==> config.mk <==
export PLATFORM = sky130hd
export DESIGN_NAME = mix_columns_seq
export DESIGN_NICKNAME = d
export VERILOG_FILES = /design/src/rtl/mix_columns_seq.sv
export SDC_FILE = /design/constraint.sdc
export NUM_CORES = 1
export LEC_CHECK = 0
export CAP_MARGIN = 15
export CELL_PAD_IN_SITES_DETAIL_PLACEMENT = 2
export CELL_PAD_IN_SITES_GLOBAL_PLACEMENT = 2
export CORE_MARGIN = 2
export CORE_UTILIZATION = 36
export DETAILED_ROUTE_END_ITERATION = 12
export PLACE_DENSITY = 0.81
export SETUP_SLACK_MARGIN = 0.2
export SYNTH_ARGS = -nofsm -noshare
export SYNTH_HDL_FRONTEND = slang
export SYNTH_SLANG_ARGS = --single-unit
==> constraint.sdc <==
create_clock -name clk -period 3.75 [get_ports clk]
set_input_delay 1.125 -clock clk [delete_from_list [all_inputs] [get_ports clk]]
set_output_delay 1.125 -clock clk [all_outputs]
set_load 0.01 [all_outputs]
==> src/rtl/mix_columns_seq.sv <==
// AES MixColumns / InvMixColumns engine, COLS_PER_CYCLE columns per clock, valid/ready on both sides.
// Optional MIXCOL_BYPASS_EN adds in_bypass so a block can pass through unmixed.
module mix_columns_seq #(
    parameter int COLS_PER_CYCLE = 4
) (
    input  logic         clk,
    input  logic         rst,
    input  logic         in_valid,
    output logic         in_ready,
    input  logic         in_inv,
`ifdef MIXCOL_BYPASS_EN
    input  logic         in_bypass,
`endif
    input  logic [127:0] data_in,
    output logic         out_valid,
    input  logic         out_ready,
    output logic [127:0] data_out
);

    localparam int N = (COLS_PER_CYCLE > 0) ? (4 / COLS_PER_CYCLE) : 1;
    localparam logic [2:0] STEP = 3'(COLS_PER_CYCLE);

    if (COLS_PER_CYCLE != 1 && COLS_PER_CYCLE != 2 && COLS_PER_CYCLE != 4) begin : g_bad_cols
        $error("mix_columns_seq: COLS_PER_CYCLE must be 1, 2 or 4");
    end

    typedef enum logic [1:0] {IDLE, BUSY, DONE} state_t;

    state_t         state_q, state_d;
    logic [127:0]   data_q, data_d;
    logic [2:0]     idx_q, idx_d;
    logic           inv_q, inv_d;
    logic           byp_q, byp_d;
    logic           byp_in;

    logic [127:0]   src;
    logic [127:0]   mixed;
    logic [2:0]     base;
    logic           sel_inv;
    logic           sel_byp;

`ifdef MIXCOL_BYPASS_EN
    assign byp_in = in_bypass;
`else
    assign byp_in = 1'b0;
`endif

    function automatic logic [7:0] xtime(input logic [7:0] b);
        return {b[6:0], 1'b0} ^ (b[7] ? 8'h1b : 8'h00);
    endfunction

    // Constant multiply by a 4-bit coefficient: sum of b, x2, x4, x8 terms.
    function automatic logic [7:0] gmul(input logic [7:0] b, input logic [3:0] k);
        logic [7:0] p;
        logic [7:0] a;
        p = 8'h00;
        a = b;
        for (int i = 0; i < 4; i++) begin
            if (k[i]) p = p ^ a;
            a = xtime(a);
        end
        return p;
    endfunction

    function automatic logic [31:0] mix_col(input logic [31:0] c, input logic inv);
        logic [7:0] a0, a1, a2, a3;
        logic [7:0] r0, r1, r2, r3;
        a0 = c[31:24];
        a1 = c[23:16];
        a2 = c[15:8];
        a3 = c[7:0];
        if (inv) begin
            r0 = gmul(a0, 4'he) ^ gmul(a1, 4'hb) ^ gmul(a2, 4'hd) ^ gmul(a3, 4'h9);
            r1 = gmul(a0, 4'h9) ^ gmul(a1, 4'he) ^ gmul(a2, 4'hb) ^ gmul(a3, 4'hd);
            r2 = gmul(a0, 4'hd) ^ gmul(a1, 4'h9) ^ gmul(a2, 4'he) ^ gmul(a3, 4'hb);
            r3 = gmul(a0, 4'hb) ^ gmul(a1, 4'hd) ^ gmul(a2, 4'h9) ^ gmul(a3, 4'he);
        end else begin
            r0 = gmul(a0, 4'h2) ^ gmul(a1, 4'h3) ^ a2 ^ a3;
            r1 = a0 ^ gmul(a1, 4'h2) ^ gmul(a2, 4'h3) ^ a3;
            r2 = a0 ^ a1 ^ gmul(a2, 4'h2) ^ gmul(a3, 4'h3);
            r3 = gmul(a0, 4'h3) ^ a1 ^ a2 ^ gmul(a3, 4'h2);
        end
        return {r0, r1, r2, r3};
    endfunction

    // In IDLE the first column group is mixed straight from data_in as the block is accepted.
    always_comb begin
        src     = data_q;
        base    = idx_q;
        sel_inv = inv_q;
        sel_byp = byp_q;
        if (state_q == IDLE) begin
            src     = data_in;
            base    = 3'd0;
            sel_inv = in_inv;
            sel_byp = byp_in;
        end
        mixed = src;
        for (int c = 0; c < 4; c++) begin
            if (!sel_byp && c >= int'(base) && c < int'(base) + COLS_PER_CYCLE) begin
                mixed[127-32*c -: 32] = mix_col(src[127-32*c -: 32], sel_inv);
            end
        end
    end

    always_comb begin
        state_d = state_q;
        data_d  = data_q;
        idx_d   = idx_q;
        inv_d   = inv_q;
        byp_d   = byp_q;
        case (state_q)
            IDLE: begin
                if (in_valid) begin
                    data_d = mixed;
                    inv_d  = in_inv;
                    byp_d  = byp_in;
                    if (N == 1) begin
                        state_d = DONE;
                        idx_d   = 3'd0;
                    end else begin
                        state_d = BUSY;
                        idx_d   = STEP;
                    end
                end
            end
            BUSY: begin
                data_d = mixed;
                if (idx_q + STEP == 3'd4) begin
                    state_d = DONE;
                    idx_d   = 3'd0;
                end else begin
                    idx_d = idx_q + STEP;
                end
            end
            DONE: begin
                if (out_ready) state_d = IDLE;
            end
            default: state_d = IDLE;
        endcase
    end

    always_ff @(posedge clk) begin
        if (rst) begin
            state_q <= IDLE;
            data_q  <= '0;
            idx_q   <= '0;
            inv_q   <= 1'b0;
            byp_q   <= 1'b0;
        end else begin
            state_q <= state_d;
            data_q  <= data_d;
            idx_q   <= idx_d;
            inv_q   <= inv_d;
            byp_q   <= byp_d;
        end
    end

    assign in_ready  = (state_q == IDLE);
    assign out_valid = (state_q == DONE);
    assign data_out  = data_q;

endmodule

==> results.py, run 1 <==
metrics = {
    "layout": {
        "stdcell_count": 3816,
        "nets": 3099,
        "finalInstanceArea_um2": 28100,
        "diodes": 0,
        "fillCellCount": 6884,
        "layout-drive-gt1-share_pct": 14.4,
        "final_core_utilization_pct": 45.4,
        "area.growth.synth_to_final_pct": 24.2,
    },
    "job": {
        "cap_violations": 0,
    },
    "clocking": {
        "cts_hold_buf": 0,
        "clk_latency_ns": 0.51,
        "path_clk_slew_ns": 0.07,
        "cts-root-buf": "clkbuf_16",
        "max-clock-path-buffers": 2,
        "clock-sinks": 130,
        "h-tree-depth": 4,
        "cts_made_buffers": 17,
        "cts_tree": "done",
    },
    "grt": {
        "globalRouteMet2Util_pct": 60.0,
        "grtUsageMet1_pct": 40.0,
        "grt_start_max_net_pins": 103,
        "grt_pass1_wl_um": 161000,
        "grt_util_all_layers_pct": 33.7,
        "antenna_found_initial": 0,
        "gr-total-overflow": 0,
        "grt_pass1_vias": 23800,
        "grt_use_met3_pct": 4.53,
        "grt.busiest_layer": "met2",
    },
    "logic_synthesis": {
        "ys.warnings.count": 0,
        "syn_avg_cell_area_um2": 8.57,
        "synth_top_area_cell": "xnor2_1",
        "synth_ff_type": "dfxtp_1",
        "ys_seq_elements": 130,
        "ys_types": 49,
        "syn_area_um2": 22600,
        "synth_top_area_share_pct": 31.4,
        "async_flop_share_pct": 0,
        "syn_inst": 2643,
        "synth-seq-area-share_pct": 11.5,
        "synthesis.nets": 2776,
        "synth_edf_count": 0,
        "synth_top_cells_by_area": "xnor2_1, xor2_1, dfxtp_1",
    },
    "critical_path": {
        "crit_required_ns": 4.18,
        "worstSetupEndpointType": "flip-flop",
        "startpoint_type": "input port",
        "crit_type": "in -> reg",
        "crit_path_max_incr_delay_ns": 0.52,
        "critical_path.max_fanout": 4,
        "crit_arrival_ns": 3.91,
        "cpMaxStageDelayCell": "mux2i_1",
        "cp_cell_sequence": "clkdlybuf4s50_1, buf_4, mux2i_1, xor2_1, xnor2_1, xnor3_1, a21oi_1, xor2_1, nand2_1, a21oi_1",
    },
    "placement": {
        "place_ws_ns": -0.207,
        "place_hpwl_um": 84300,
        "portBuffers": 262,
        "post-place-cells": 3784,
        "place_congestion": 0.955,
        "placed_area_um2": 27500,
    },
    "timing": {
        "slew_violations": 0,
        "tns_ns": 0,
        "fmax_mhz": 287,
        "worst_pin_slew_ns": 0.967,
        "worst_slack_ns": 0.266,
        "rsz0062_at_grt": "no",
        "whs_ns": 0.567,
        "setup_viol": 0,
        "min_period_ns": 3.48,
        "finalCritPeriodShare_pct": 92.9,
        "relSlewSlack_pct": 33.7,
        "fin_skew_ns": 0.0176,
        "final_hold_viol_count": 0,
    },
    "power": {
        "p_sw_mw": 11.6,
        "finalPower_mw": 23.6,
        "power_density_nw_per_um2": 838,
        "vdd.ir_drop.worst_mv": 0.259,
        "clockPowerShare_pct": 8.5,
        "p_leak_nw": 11.1,
        "combPwrFrac_pct": 78.6,
        "intPower_mw": 11.9,
        "swShare_pct": 49.4,
        "sequentialPowerShare_pct": 12.9,
    },
    "drt": {
        "initialDrtViolationCount": 1157,
        "drc_errors": 0,
        "ant_nets": 0,
        "dr.pass1.iters": 5,
        "num_vias": 20700,
        "wirelength_um": 110000,
        "viasPerCell": 5.44,
        "wire_per_inst_um": 28.7,
    },
    "floorplanning": {
        "die_area_um2": 64900,
        "die_w_um": 255,
        "core_area_um2": 61900,
        "rows": 91,
        "die_y_um": 255,
        "initial_core_util_pct": 36.6,
        "ios": 263,
    },
    "status": {
        "status": "finished clean",
    },
    "worst_hold_path": {
        "hold_class": "reg -> reg",
    },
}
-- kinds of logic after synthesis --
group	share of synthesized area (%)
buf+inv	5.66
xor+xnor	55.4
compound gates	8.51
flops	11.5
simple gates	5.37
mux	13.6
-- synthesized netlist by cell type (19+ instances only) --
cell type    n
nor2_1     158
xnor3_1     32
o21ai_0     62
o21ai_1     27
buf_2       45
xor2_1     499
dfxtp_1    130
clkbuf_1   128
a21oi_1    115
mux2i_2     19
mux2i_4     25
xnor2_1    812
buf_1       47
mux2i_1    212
a211oi_1    34
nand2_1    125
a22oi_1     33
-- flip-flops by register name, summed over array words and instances, names as in the netlist --
name	flops
data_out	128
inv_q	1
state_q	1
-- cell usage in the layout, fill, tap and decap left out, types with 3 or more instances in the layout --
| cell | n |
|---|---|
| mux2i_4 | 26 |
| nor3_1 | 13 |
| xor2_1 | 499 |
| clkinvlp_4 | 3 |
| mux2i_2 | 19 |
| nor2_1 | 154 |
| xor3_1 | 4 |
| buf_12 | 12 |
| a21oi_2 | 12 |
| mux2i_1 | 211 |
| clkdlybuf4s50_1 | 261 |
| a311oi_1 | 6 |
| nand2_1 | 124 |
| nor2_2 | 3 |
| clkbuf_16 | 17 |
| o21ai_1 | 27 |
| buf_4 | 288 |
| xnor2_2 | 13 |
| o21ai_0 | 62 |
| a21oi_1 | 115 |
| o211ai_1 | 14 |
| xnor3_1 | 32 |
| mux2_2 | 11 |
| a22oi_1 | 33 |
| inv_6 | 4 |
| xnor2_1 | 811 |
| bufinv_16 | 4 |
| xor2_2 | 3 |
| dfxtp_1 | 129 |
| a211oi_1 | 34 |
| nand3b_1 | 6 |
-- what timing repair did --
item / CTS / global route
gates resized for setup: 0 / 1
endpoints found under the setup margin: 0 / 1
buffers inserted: 0 / 0
-- layout make-up --
cell class	instances	area (um2)	area share, %
multi-input cells	2255	18800	66.9
inverters	1	20.0	0.0712
flip-flops and latches	130	2610	9.27
clock inverters	15	205	0.730
well taps	837	1050	3.72
clock buffers	17	425	1.51
repair buffers	561	5010	17.8
-- power by group through the flow --
stage	sequential (mW)	clock [mW]	combinational [mW]
finish	3.03	2.01	18.5
detailed placement	3.03	0	18.2
floorplan	2.31	0	12.9
CTS	3.01	2.03	18.4
global placement	2.97	0	17.1
global route	3.07	2.06	19.7
-- per-layer routing --
layer / vias up / wire (um)
li1: 9157 / -
met1: 10700 / 45300
met2: 678 / 54600
met3: 262 / 4680
met4: 0 / 5060
met5: - / 0
-- critical path: cells and delay by family --
| kind | cells | cell delay (ns) |
|---|---|---|
| xor+xnor | 4 | 1.10 |
| compound gates | 2 | 0.45 |
| buf+inv | 2 | 0.62 |
| mux | 1 | 0.52 |
| simple gates | 1 | 0.08 |
-- final timing paths --
| kind | start | endpoint | slack, ns | depth (start not counted) |
|---|---|---|---|---|
| setup / recovery | data_in[29] | data_out[15] | 0.27 | 10 |
| hold / removal | data_out[18] | data_out[18] | 0.57 | 2 |
| setup reg to reg | state_q[1] | data_out[35] | 0.38 | 9 |
| hold reg to reg | data_out[18] | data_out[18] | 0.57 | 2 |
No activity file was read; power rests on OpenSTA's default activity.
==> run 2, diff against run 1 <==
Settings changed: ABC_CLOCK_PERIOD_IN_PS set to 3750.
==> results of run 2 <==
The final DEF is identical to that of run 1; final timing and power are the same.
==> run 3, diff against run 2 <==
Settings changed: ABC_CLOCK_PERIOD_IN_PS 3750 to 2900, CORE_MARGIN 2 to 1, CORE_UTILIZATION 36 to 32, PLACE_DENSITY 0.81 to 0.76.
Clock period 3.75 ns to 2.9 ns, I/O delays scaled along.
==> run 3 against run 2 <==
Against the previous run: the flow now finishes with violations (negative setup slack); count of clock-buffer cells in the layout unchanged; largest power group unchanged; worst setup slack worse by 0.75 ns; wire length up 83%; critical path depth grew 1; final cell count rose by 21%; sequential power up 29%; sequential share of layout area is 2.5 points lower; global-route usage rose by 8.5 points; non-clock buffer count up 688; largest cell class unchanged; register-to-register slack worse by 0.87 ns; clock skew rose by 0.018 ns.
==> results.py, run 3 (same netlist as run 1, synthesis figures left out) <==
metrics = {
    "drt": {
        "wirelength_um": 201000,
        "dr.pass1.iters": 5,
        "drc_errors": 0,
        "ant_nets": 0,
        "viasPerCell": 6.20,
        "wire_per_inst_um": 43.5,
        "num_vias": 28600,
        "initialDrtViolationCount": 2861,
    },
    "critical_path": {
        "critical_path.max_fanout": 8,
        "crit_arrival_ns": 3.88,
        "crit_type": "reg -> reg",
        "worstSetupEndpointType": "flip-flop",
        "cpMaxStageDelayCell": "xnor3_2",
        "crit_required_ns": 3.39,
        "crit_path_max_incr_delay_ns": 0.48,
        "cp_cell_sequence": "buf_12, buf_16, buf_12, mux2i_1, buf_4, xor2_2, xnor2_4, xnor3_2, xnor2_1, o21ai_1, o21ai_1",
        "startpoint_type": "flip-flop",
    },
    "timing": {
        "worst_slack_ns": -0.489,
        "slew_violations": 0,
        "setup_viol": 95,
        "rsz0062_at_grt": "yes",
        "fin_skew_ns": 0.0353,
        "relSlewSlack_pct": 37.0,
        "final_hold_viol_count": 0,
        "min_period_ns": 3.39,
        "fmax_mhz": 295,
        "worst_pin_slew_ns": 0.945,
        "finalCritPeriodShare_pct": 117,
    },
    "clocking": {
        "cts_tree": "done",
        "max-clock-path-buffers": 2,
        "clk_latency_ns": 0.57,
        "h-tree-depth": 4,
        "path_clk_slew_ns": 0.10,
        "cts-root-buf": "clkbuf_16",
        "cts_made_buffers": 17,
        "clock-sinks": 130,
    },
    "power": {
        "p_leak_nw": 16.6,
        "swShare_pct": 53.7,
        "sequentialPowerShare_pct": 8.4,
        "intPower_mw": 21.6,
        "power_density_nw_per_um2": 1200,
        "vdd.ir_drop.worst_mv": 0.580,
        "p_sw_mw": 25.0,
        "combPwrFrac_pct": 85.8,
        "clockPowerShare_pct": 5.8,
    },
    "grt": {
        "gr-total-overflow": 0,
        "grt_pass1_vias": 29000,
        "grt_util_all_layers_pct": 42.3,
        "grt_use_met3_pct": 8.58,
        "grt_pass1_wl_um": 217000,
        "grt_start_max_net_pins": 55,
        "grt.busiest_layer": "met2",
        "grtUsageMet1_pct": 46.5,
        "globalRouteMet2Util_pct": 73.2,
        "antenna_found_initial": 6,
    },
    "placement": {
        "place_congestion": 0.935,
        "place_ws_ns": -0.929,
        "place_hpwl_um": 99300,
        "portBuffers": 262,
        "placed_area_um2": 31400,
    },
    "status": {
        "violations": "negative setup slack",
        "status": "complete, but fails checks",
    },
    "layout": {
        "nets": 3792,
        "area.growth.synth_to_final_pct": 71.5,
        "final_common_cell": "buf_4",
        "finalInstanceArea_um2": 38800,
        "fillCellCount": 7126,
        "layout_common_cells": "buf_4, xnor2_1, xor2_1, clkdlybuf4s50_1, xnor2_2",
        "largest_reg_flops": 128,
        "layout-drive-gt1-share_pct": 44.8,
    },
    "floorplanning": {
        "die_area_um2": 71800,
        "initial_core_util_pct": 32.3,
        "rows": 97,
        "core_area_um2": 70000,
        "die_y_um": 268,
        "die_w_um": 268,
        "ios": 263,
    },
    "job": {
        "cap_violations": 0,
    },
    "worst_hold_path": {
        "hold_class": "reg -> reg",
    },
}
## run 3: cell type report
cell class,instances,area (um2),area share (%)
diodes,7,17.5,0.0451
well taps,940,1180,3.03
repair inverters,5,98.8,0.255
multi-input cells,2255,22900,59.1
flip-flops and latches,130,2650,6.81
repair buffers,1249,11300,29.1
clock inverters,15,181,0.467
inverters,1,30.0,0.0773
clock buffers,17,425,1.10
## run 3: worst max-delay path: cells and delay by family (launching register included)
| family | cells | cell delay (ns) |
|---|---|---|
| xor gates and xnor gates | 4 | 1.43 |
| buffers and inverters | 4 | 0.72 |
| DFF | 1 | 0.46 |
| AOI/OAI and AO/OA | 2 | 0.40 |
| muxes | 1 | 0.28 |
## run 3: power by group through the flow
stage | Sequential [mW] | Clock (mW) | Combinational, mW
CTS | 3.59 | 2.57 | 30.0
floorplan | 2.98 | 0 | 16.9
global route | 3.84 | 2.69 | 40.3
detailed placement | 3.59 | 0 | 27.2
finish | 3.91 | 2.70 | 40.1
global placement | 3.50 | 0 | 25.5
## run 3: layer usage
layer | part of all wire, % | wire length [um] | vias to the layer above
met5 | 0.031 | 62 | -
met4 | 12 | 24300 | 10
met3 | 9.7 | 19400 | 1442
met2 | 44 | 89200 | 2570
li1 | - | - | 10500
met1 | 34 | 67900 | 14100
## run 3: what timing repair did
| item | CTS | global route |
|---|---|---|
| buffers inserted | 92 | 135 |
| endpoints found under the setup margin | 142 | 137 |
| resized for setup | 356 | 500 |
| pin swaps | 89 | 177 |
| gates cloned | 8 | 8 |
| hold buffers | 0 | 0 |
## run 3: path summary, 6_finish.rpt
kind	start	end	slack, ns	cells after the start
min reg2reg	data_out[80]	data_out[80]	0.60	2
max reg2reg	state_q[1]	data_out[60]	-0.49	11
max	state_q[1]	data_out[60]	-0.49	11
min	data_out[80]	data_out[80]	0.60	2
## run 3: stage by stage
stage	setup TNS, ns	power (mW)	instances	util (%)	hold WS [ns]
after global placement	-41.50	29.0	4337	44.9	0.523
after floorplan	0	19.9	2643	-	0.474
final	-13.04	46.7	4619	55.5	0.600
after CTS	0	36.2	4469	49.5	0.529
after detailed placement	-62.50	30.8	4337	44.9	0.537
after global routing	-12.50	46.8	4614	55.4	0.608
